$ cat config.mk
export PLATFORM = sky130hd
export DESIGN_NAME = router_sync
export DESIGN_NICKNAME = d
export VERILOG_FILES = /design/src/rtl/router_sync.sv
export SDC_FILE = /design/constraint.sdc
export NUM_CORES = 1
export LEC_CHECK = 0
export ABC_AREA = 0
export ABC_CLOCK_PERIOD_IN_PS = 2900
export BUFFER_PORTS_ARGS = -buffer_cell sky130_fd_sc_hd__buf_2
export CORE_MARGIN = 4
export CORE_UTILIZATION = 45
export DETAILED_ROUTE_END_ITERATION = 12
export GPL_TIMING_DRIVEN = 0
export PLACE_DENSITY_LB_ADDON = 0.1
export SLEW_MARGIN = 0
export SYNTH_ARGS = -nofsm -noshare
export SYNTH_HDL_FRONTEND = slang
export SYNTH_SLANG_ARGS = --single-unit
$ cat constraint.sdc
create_clock -name clk -period 2.9 [get_ports clk]
set_input_delay 0.145 -clock clk [delete_from_list [all_inputs] [get_ports clk]]
set_output_delay 0.145 -clock clk [all_outputs]
set_load 0.005 [all_outputs]
$ cat src/rtl/router_sync.sv
// Address latch, write steering and per-channel read-timeout soft reset
// between the 1x3 router front end and its three output FIFOs.
module router_sync #(
    parameter int TIMEOUT = 30,
    parameter int CNT_W   = 5
) (
    input  logic       clk,
    input  logic       resetn,
    input  logic [1:0] data_in,
    input  logic       detect_add,
    input  logic       full_0,
    input  logic       full_1,
    input  logic       full_2,
    input  logic       empty_0,
    input  logic       empty_1,
    input  logic       empty_2,
    input  logic       write_enb_reg,
    input  logic       read_enb_0,
    input  logic       read_enb_1,
    input  logic       read_enb_2,
    output logic [2:0] write_enb,
    output logic       fifo_full,
    output logic       vld_out_0,
    output logic       vld_out_1,
    output logic       vld_out_2,
    output logic       soft_reset_0,
    output logic       soft_reset_1,
    output logic       soft_reset_2
);

    localparam logic [CNT_W-1:0] LAST = CNT_W'(TIMEOUT - 1);

    logic [1:0] addr;
    logic [2:0] vld;
    logic [2:0] rd;
    logic [2:0] sr;

    assign vld = ~{empty_2, empty_1, empty_0};
    assign rd  = {read_enb_2, read_enb_1, read_enb_0};

    assign vld_out_0 = vld[0];
    assign vld_out_1 = vld[1];
    assign vld_out_2 = vld[2];

    assign soft_reset_0 = sr[0];
    assign soft_reset_1 = sr[1];
    assign soft_reset_2 = sr[2];

    // Resetn is active-high despite its name.
    always_ff @(posedge clk or posedge resetn) begin
        if (resetn) begin
            addr <= 2'b00;
        end else if (detect_add) begin
            addr <= data_in;
        end
    end

    always_comb begin
        write_enb = 3'b000;
        fifo_full = 1'b0;
        case (addr)
            2'b00: begin
                write_enb = {2'b00, write_enb_reg};
                fifo_full = full_0;
            end
            2'b01: begin
                write_enb = {1'b0, write_enb_reg, 1'b0};
                fifo_full = full_1;
            end
            2'b10: begin
                write_enb = {write_enb_reg, 2'b00};
                fifo_full = full_2;
            end
            default: begin
                write_enb = 3'b000;
                fifo_full = 1'b0;
            end
        endcase
    end

    // One independent idle-valid timer per output channel.
    for (genvar g = 0; g < 3; g++) begin : g_ch
        logic [CNT_W-1:0] cnt;

        always_ff @(posedge clk or posedge resetn) begin
            if (resetn) begin
                cnt   <= '0;
                sr[g] <= 1'b0;
            end else if (!vld[g] || rd[g]) begin
                cnt   <= '0;
                sr[g] <= 1'b0;
            end else if (cnt == LAST) begin
                cnt   <= '0;
                sr[g] <= 1'b1;
            end else begin
                cnt   <= cnt + 1'b1;
                sr[g] <= 1'b0;
            end
        end
    end

endmodule

==> impl_metrics.toml, run 1 <==
[synthesis]
yosys.cell_count.top_type = "dfrtp_1"
synth_area_leaders = "dfrtp_1 56%, ha_1 8.4%, nor2_1 8.0%, xor2_1 5.9%, nand3_1 3.4%"
yosysTopAreaCellShare = 0.561
synthAdderAreaFrac = 0.0842
synth_enable_flop_cells = 0
synth_xor_xnor_area_share = 0.0884
syn-num-nets = 105
synthMuxAreaShare = 0.0365
syn_inst = 84
synth_top_family_by_area = "simple AND/OR/NAND/NOR gates"
synth_compound_area_frac = 0.00561
synth-seq-cells = 20
synthFlopType = "dfrtp_1"
postSynthAreaPerCell_um2 = 10.6
yosysUniqueCellTypes = 16
synthTopCellsByCount = "20 x dfrtp_1, 19 x nor2_1, 7 x inv_1"
yosys_warnings = 0
synth_seq_area_share = 0.561
synth_area_leader_cell = "dfrtp_1"
synth_area_um2 = 892
synthSimpleGateAreaFrac = 0.195
async_flop_share = 1.00

[grt]
grt_pass1_wl_um = 2490
grt_max_degree = 21
grt_usage = 0.127
gr-total-overflow = 0
grt_pass1_vias = 640
antenna_found_initial = 0

[critical_path]
cp_data_arrival_time_ns = 1.69
worstSetupPathType = "reg2reg"
critPathRequiredTime_ns = 3.14
worst-path-buf-inv = 2
crit_chain = "inv_1 > ha_1 > nand4_1 > nor3_1 > dlygate4sd3_1"
crit_family = "buffers and inverters"
end_kind = "register"
critPathMaxFanout = 3
cpPeakStageDelay_ns = 0.56
slowest_stage = "dlygate4sd3_1"
worst-r2r-setup-slack_ns = 1.44
cp-start-kind = "register"

[job]
cap_viol_max_count = 0

[placement]
place_congestion = 0.770
dpl.hpwl_um = 1130
numPortBuffers = 24
placed_cells = 133

[final_layout]
n_antenna_cell = 0
nets = 140
area_growth_syn_to_layout_pct = 29.6
drive_gt1_frac = 0.254
final_cell_count_no_fill = 143

[worst_hold_path]
hold_path_class = "in2reg"

[timing]
min_period_ns = 1.46
final-setup-viol-count = 0
maxSlewHeadroom = 0.516
hold_viol = 0
fin_skew_ns = 0.000765
fmaxAchievable_mhz = 687
finalCritPeriodShare = 0.502
rsz0062_at_grt = "false"
drv_slew = 0
setup-tns-final_ns = 0
worst_pin_slew_ns = 0.725

[die]
initial_core_util = 0.495
dieHeight_um = 52.5
io_pins = 25
die_area_um2 = 2760
chipWidth_um = 52.5
fp-row-count = 15
core_area_um2 = 1800

[pwr]
power_density_nw_per_um2 = 488
power_leakage_nw = 0.597
irDropWorstVdd_v = 0.000338

[cts]
clkLatencyLatePin_ns = 0.29
tritoncts = "built"
cts_buffers = 3
cts.clk_slew.worst_paths_ns = 0.11
htree_levels = 1
clock_path_buffers = 2
cts.sinks = 20
cts_root_buf = "clkbuf_4"
cts_resized = 0

[detailed_routing]
wl_um = 1510
via_count = 664
drc = 0
ant_nets = 0
wl_per_cell_um = 10.5
first_pass_iters = 4
via_per_inst = 4.64
first_iter_violations = 1

[status]
outcome = "completed"
## worst reg2reg max path: cells and delay by family (launching register included)
kind                       cells  cell delay, ns
adders and majority gates      1            0.13
buffers and inverters          2            0.62
DFF                            1            0.41
and+or+nand+nor                2            0.24
## power by group
group	switching (mW)	internal, mW
combinational	0.0230	0.0261
sequential	0.00757	0.285
clock	0.0822	0.140
total	0.113	0.451
## stage by stage
step,util,power [mW],hold WS (ns),setup slack [ns],instance area (um2)
after detailed placement,0.579,0.344,0.313,1.82,1040
final,0.642,0.564,0.0219,1.44,1160
after global routing,0.642,0.596,0.00328,1.26,1160
after floorplan,-,0.320,0.109,1.90,892
after global placement,0.579,0.342,0.314,1.85,1040
after CTS,0.631,0.573,0.000506,1.43,1140
## layer usage
metal | global-route usage | routed length [um] | up-vias
met5 | 0 | 0 | -
met2 | 0.213 | 736 | 17
li1 | - | - | 340
met4 | 0.0894 | 36 | 0
met3 | 0.0342 | 117 | 4
met1 | 0.135 | 617 | 303
## layout make-up
class,count,area (um2)
inverters,7,26.3
fillers,151,646
clock buffers,3,22.5
flip-flops and latches,20,500
clock inverters,1,30.0
well taps,25,31.3
repair buffers,30,180
multi-input cells,57,365
## cell families (layout without fill, tap and decap cells)
| logic type | after synthesis | in the layout |
|---|---|---|
| buffers and inverters | 7 | 41 |
| muxes | 3 | 3 |
| DFF | 20 | 20 |
| xor gates and xnor gates | 9 | 9 |
| AOI/OAI and AO/OA | 1 | 1 |
| adders and majority gates | 6 | 6 |
| and+or+nand+nor | 38 | 38 |
## registers in the layout, indices dropped and copies added, names as in the netlist
| register | cells |
|---|---|
| addr | 2 |
| g_ch.cnt | 15 |
| soft_reset_0 | 1 |
| soft_reset_1 | 1 |
| soft_reset_2 | 1 |
## worst paths after layout
path / start / endpoint / depth (start not counted)
max: g_ch[1].cnt[1]$_DFF_PP0_ / soft_reset_1$_DFF_PP0_ / 5
min: empty_2 / soft_reset_2$_DFF_PP0_ / 2
max reg2reg: g_ch[1].cnt[1]$_DFF_PP0_ / soft_reset_1$_DFF_PP0_ / 5
min reg2reg: g_ch[1].cnt[0]$_DFF_PP0_ / g_ch[1].cnt[0]$_DFF_PP0_ / 1
max in group asynchronous: resetn / soft_reset_2$_DFF_PP0_ / 3
min in group asynchronous: resetn / soft_reset_1$_DFF_PP0_ / 3
## cells in the final DEF (no fill, tap or decap)
cell type      Yosys  layout
and3b_1            1       1
buf_2              0      24
bufinv_16          0       1
clkbuf_4           0       3
dfrtp_1           20      20
dlygate4sd3_1      0       6
ha_1               6       6
inv_1              7       7
mux2_2             2       2
mux2i_1            1       1
nand2_1            4       4
nand3_1            6       6
nand3b_1           1       1
nand4_1            3       3
nor2_1            19      19
nor3_1             3       3
nor3b_1            1       1
o21ai_1            1       1
xnor2_1            3       3
xor2_1             6       6
## timing repair
| action | CTS | global route |
|---|---|---|
| hold buffers | 4 | 2 |
| buffers inserted | 0 | 0 |
| endpoints found under the hold margin | 22 | 2 |
No activity file was read; power rests on OpenSTA's default activity.
==> run 2: changes to the inputs <==
--- a/config.mk
+++ b/config.mk
@@ -5,8 +5,8 @@
 export SDC_FILE = /design/constraint.sdc
 export NUM_CORES = 1
 export LEC_CHECK = 0
-export ABC_AREA = 0
-export ABC_CLOCK_PERIOD_IN_PS = 2900
+export ABC_AREA = 1
+export ABC_CLOCK_PERIOD_IN_PS = 1200
 export BUFFER_PORTS_ARGS = -buffer_cell sky130_fd_sc_hd__buf_2
 export CORE_MARGIN = 4
 export CORE_UTILIZATION = 45
==> constraint.sdc (replaced) <==
create_clock -name clk -period 1.2 [get_ports clk]
set_input_delay 0.06 -clock clk [delete_from_list [all_inputs] [get_ports clk]]
set_output_delay 0.06 -clock clk [all_outputs]
set_load 0.005 [all_outputs]
==> impl_metrics.toml, run 2 <==
[synthesis]
synthMuxAreaShare = 0
synth_enable_flop_cells = 0
synth_seq_area_share = 0.503
synthFlopType = "dfrtp_1"
synth_top_family_by_area = "simple AND/OR/NAND/NOR gates"
syn_inst = 116
yosys_warnings = 0
synth-seq-cells = 20
synthSimpleGateAreaFrac = 0.288
synth_compound_area_frac = 0.0251
synth_xor_xnor_area_share = 0.0264
yosys.cell_count.top_type = "inv_1"
syn-num-nets = 137
synth_area_leaders = "dfrtp_1 50%, inv_1 8.3%, ha_1 7.5%, nor2_1 6.8%, nand3_1 6.5%"
synthAdderAreaFrac = 0.0754
synth_area_leader_cell = "dfrtp_1"
async_flop_share = 1.00
synth_area_um2 = 996
yosysUniqueCellTypes = 13
postSynthAreaPerCell_um2 = 8.59
synthTopCellsByCount = "22 x inv_1, 20 x dfrtp_1, 18 x nor2_1"
yosysTopAreaCellShare = 0.503

[cts]
cts.clk_slew.worst_paths_ns = 0.11
tritoncts = "built"
htree_levels = 1
clock_path_buffers = 2
clkLatencyLatePin_ns = 0.30
cts_root_buf = "clkbuf_4"
cts.sinks = 20
cts_buffers = 3

[placement]
place_congestion = 0.733
placed_cells = 167
dpl.hpwl_um = 1330
numPortBuffers = 24

[final_layout]
multi_input_area_um2 = 427
final_common_cell = "buf_2"
final_cell_count_no_fill = 185
nets = 180
regMostFlops = "g_ch.cnt"
n_fill_cell = 178
regArea_um2 = 500
largest_reg_flops = 15
most-common-layout-cells = "24 x buf_2, 20 x inv_1, 20 x dfrtp_1"
area_growth_syn_to_layout_pct = 35.4
largestRegisters = "g_ch.cnt x15, addr x2"
drive_gt1_frac = 0.285
n_antenna_cell = 0

[timing]
min_period_ns = 1.20
drv_slew = 0
final-setup-viol-count = 0
maxSlewHeadroom = 0.499
worst_pin_slew_ns = 0.750
hold_viol = 0
fmaxAchievable_mhz = 836
setup-tns-final_ns = 0
fin_skew_ns = 0.00904
finalCritPeriodShare = 0.997
rsz0062_at_grt = "true"

[grt]
grt_pass1_vias = 775
grt_usage = 0.147
grt_max_degree = 21
antenna_found_initial = 0
grt_pass1_wl_um = 3080
gr-total-overflow = 0

[critical_path]
critPathMaxFanout = 4
critPathRequiredTime_ns = 1.40
cp_data_arrival_time_ns = 1.40
cp-start-kind = "primary input"
worstSetupPathType = "in2reg"
end_kind = "register"

[detailed_routing]
first_iter_violations = 11
drc = 0
first_pass_iters = 4
via_count = 848
via_per_inst = 4.58
wl_um = 1920
wl_per_cell_um = 10.4
ant_nets = 0

[worst_hold_path]
hold_path_class = "in2async"

[die]
fp-row-count = 16
initial_core_util = 0.493
core_area_um2 = 2020
io_pins = 25
dieHeight_um = 55.0
chipWidth_um = 55.0
die_area_um2 = 3030

[status]
outcome = "completed"

[job]
cap_viol_max_count = 0

[pwr]
power_leakage_nw = 0.716
power_density_nw_per_um2 = 1040
irDropWorstVdd_v = 0.00138
## run 2: through the flow
stage | area (um2) | hold slack [ns] | worst slack, ns | util | power, mW
2_1_floorplan | 996 | 0.0238 | 0.202 | - | 0.774
3_3_place_gp | 1150 | 0.231 | 0.121 | 0.569 | 0.828
3_5_place_dp | 1150 | 0.230 | 0.0949 | 0.569 | 0.832
4_1_cts | 1320 | 0.423 | 0.0145 | 0.654 | 1.41
5_1_grt | 1350 | 0.440 | -0.0288 | 0.667 | 1.48
6_report | 1350 | 0.418 | 0.00413 | 0.667 | 1.40
## run 2: kinds of logic after synthesis
logic type	count (synthesis)
flip-flops	20
XOR/XNOR	3
adder cells (fa/ha/maj)	6
buffers and inverters	22
AND/OR/NAND/NOR	60
AO/OA/AOI/OAI	5
## run 2: final cells by class
class / count / area share
sequential: 20 / 0.371
inverter: 22 / 0.0612
clock inverter: 1 / 0.0223
timing repair buffer: 38 / 0.187
tap: 27 / 0.0250
multi-input combinational: 74 / 0.316
clock buffer: 3 / 0.0167
## run 2: layer usage
| metal | vias to the layer above | GRT usage | wire length, um |
|---|---|---|---|
| met5 | - | 0 | 0 |
| met4 | 0 | 0.0364 | 13 |
| met3 | 2 | 0.0563 | 99 |
| met2 | 13 | 0.280 | 992 |
| met1 | 381 | 0.148 | 814 |
| li1 | 452 | - | - |
## run 2: critical path, stage by stage
cell and delay, ns:
dlygate4sd3_1 0.54, buf_2 0.14, nand2_1 0.06, dlygate4sd3_1 0.53, o21ai_0 0.07
## run 2: worst paths after layout
kind	from	to	slack (ns)	depth (start not counted)
max reg2reg	g_ch[1].cnt[0]$_DFF_PP0_	g_ch[1].cnt[3]$_DFF_PP0_	0.09	6
max in group asynchronous	resetn	g_ch[2].cnt[0]$_DFF_PP0_	0.31	3
min	resetn	addr[0]$_DFFE_PP0P_	0.42	3
min reg2reg	g_ch[1].cnt[0]$_DFF_PP0_	g_ch[1].cnt[0]$_DFF_PP0_	0.53	1
min in group clk	full_2	fifo_full	0.43	4
max	detect_add	addr[1]$_DFFE_PP0P_	0.004	5
## run 2: timing repair
action | in CTS | in global routing
hold buffers | 12 | 0
pin swaps | 0 | 1
resized for setup | 1 | 5
setup buffers | 0 | 3
hold endpoints to repair | 25 | 0
setup endpoints to repair | 1 | 9
## run 2: power breakdown
| group | switching (mW) | internal, mW | total, mW |
|---|---|---|---|
| clock network | 0.204 | 0.338 | 0.542 |
| logic | 0.0747 | 0.0782 | 0.153 |
| registers | 0.0166 | 0.689 | 0.706 |
| total | 0.295 | 1.10 | 1.40 |
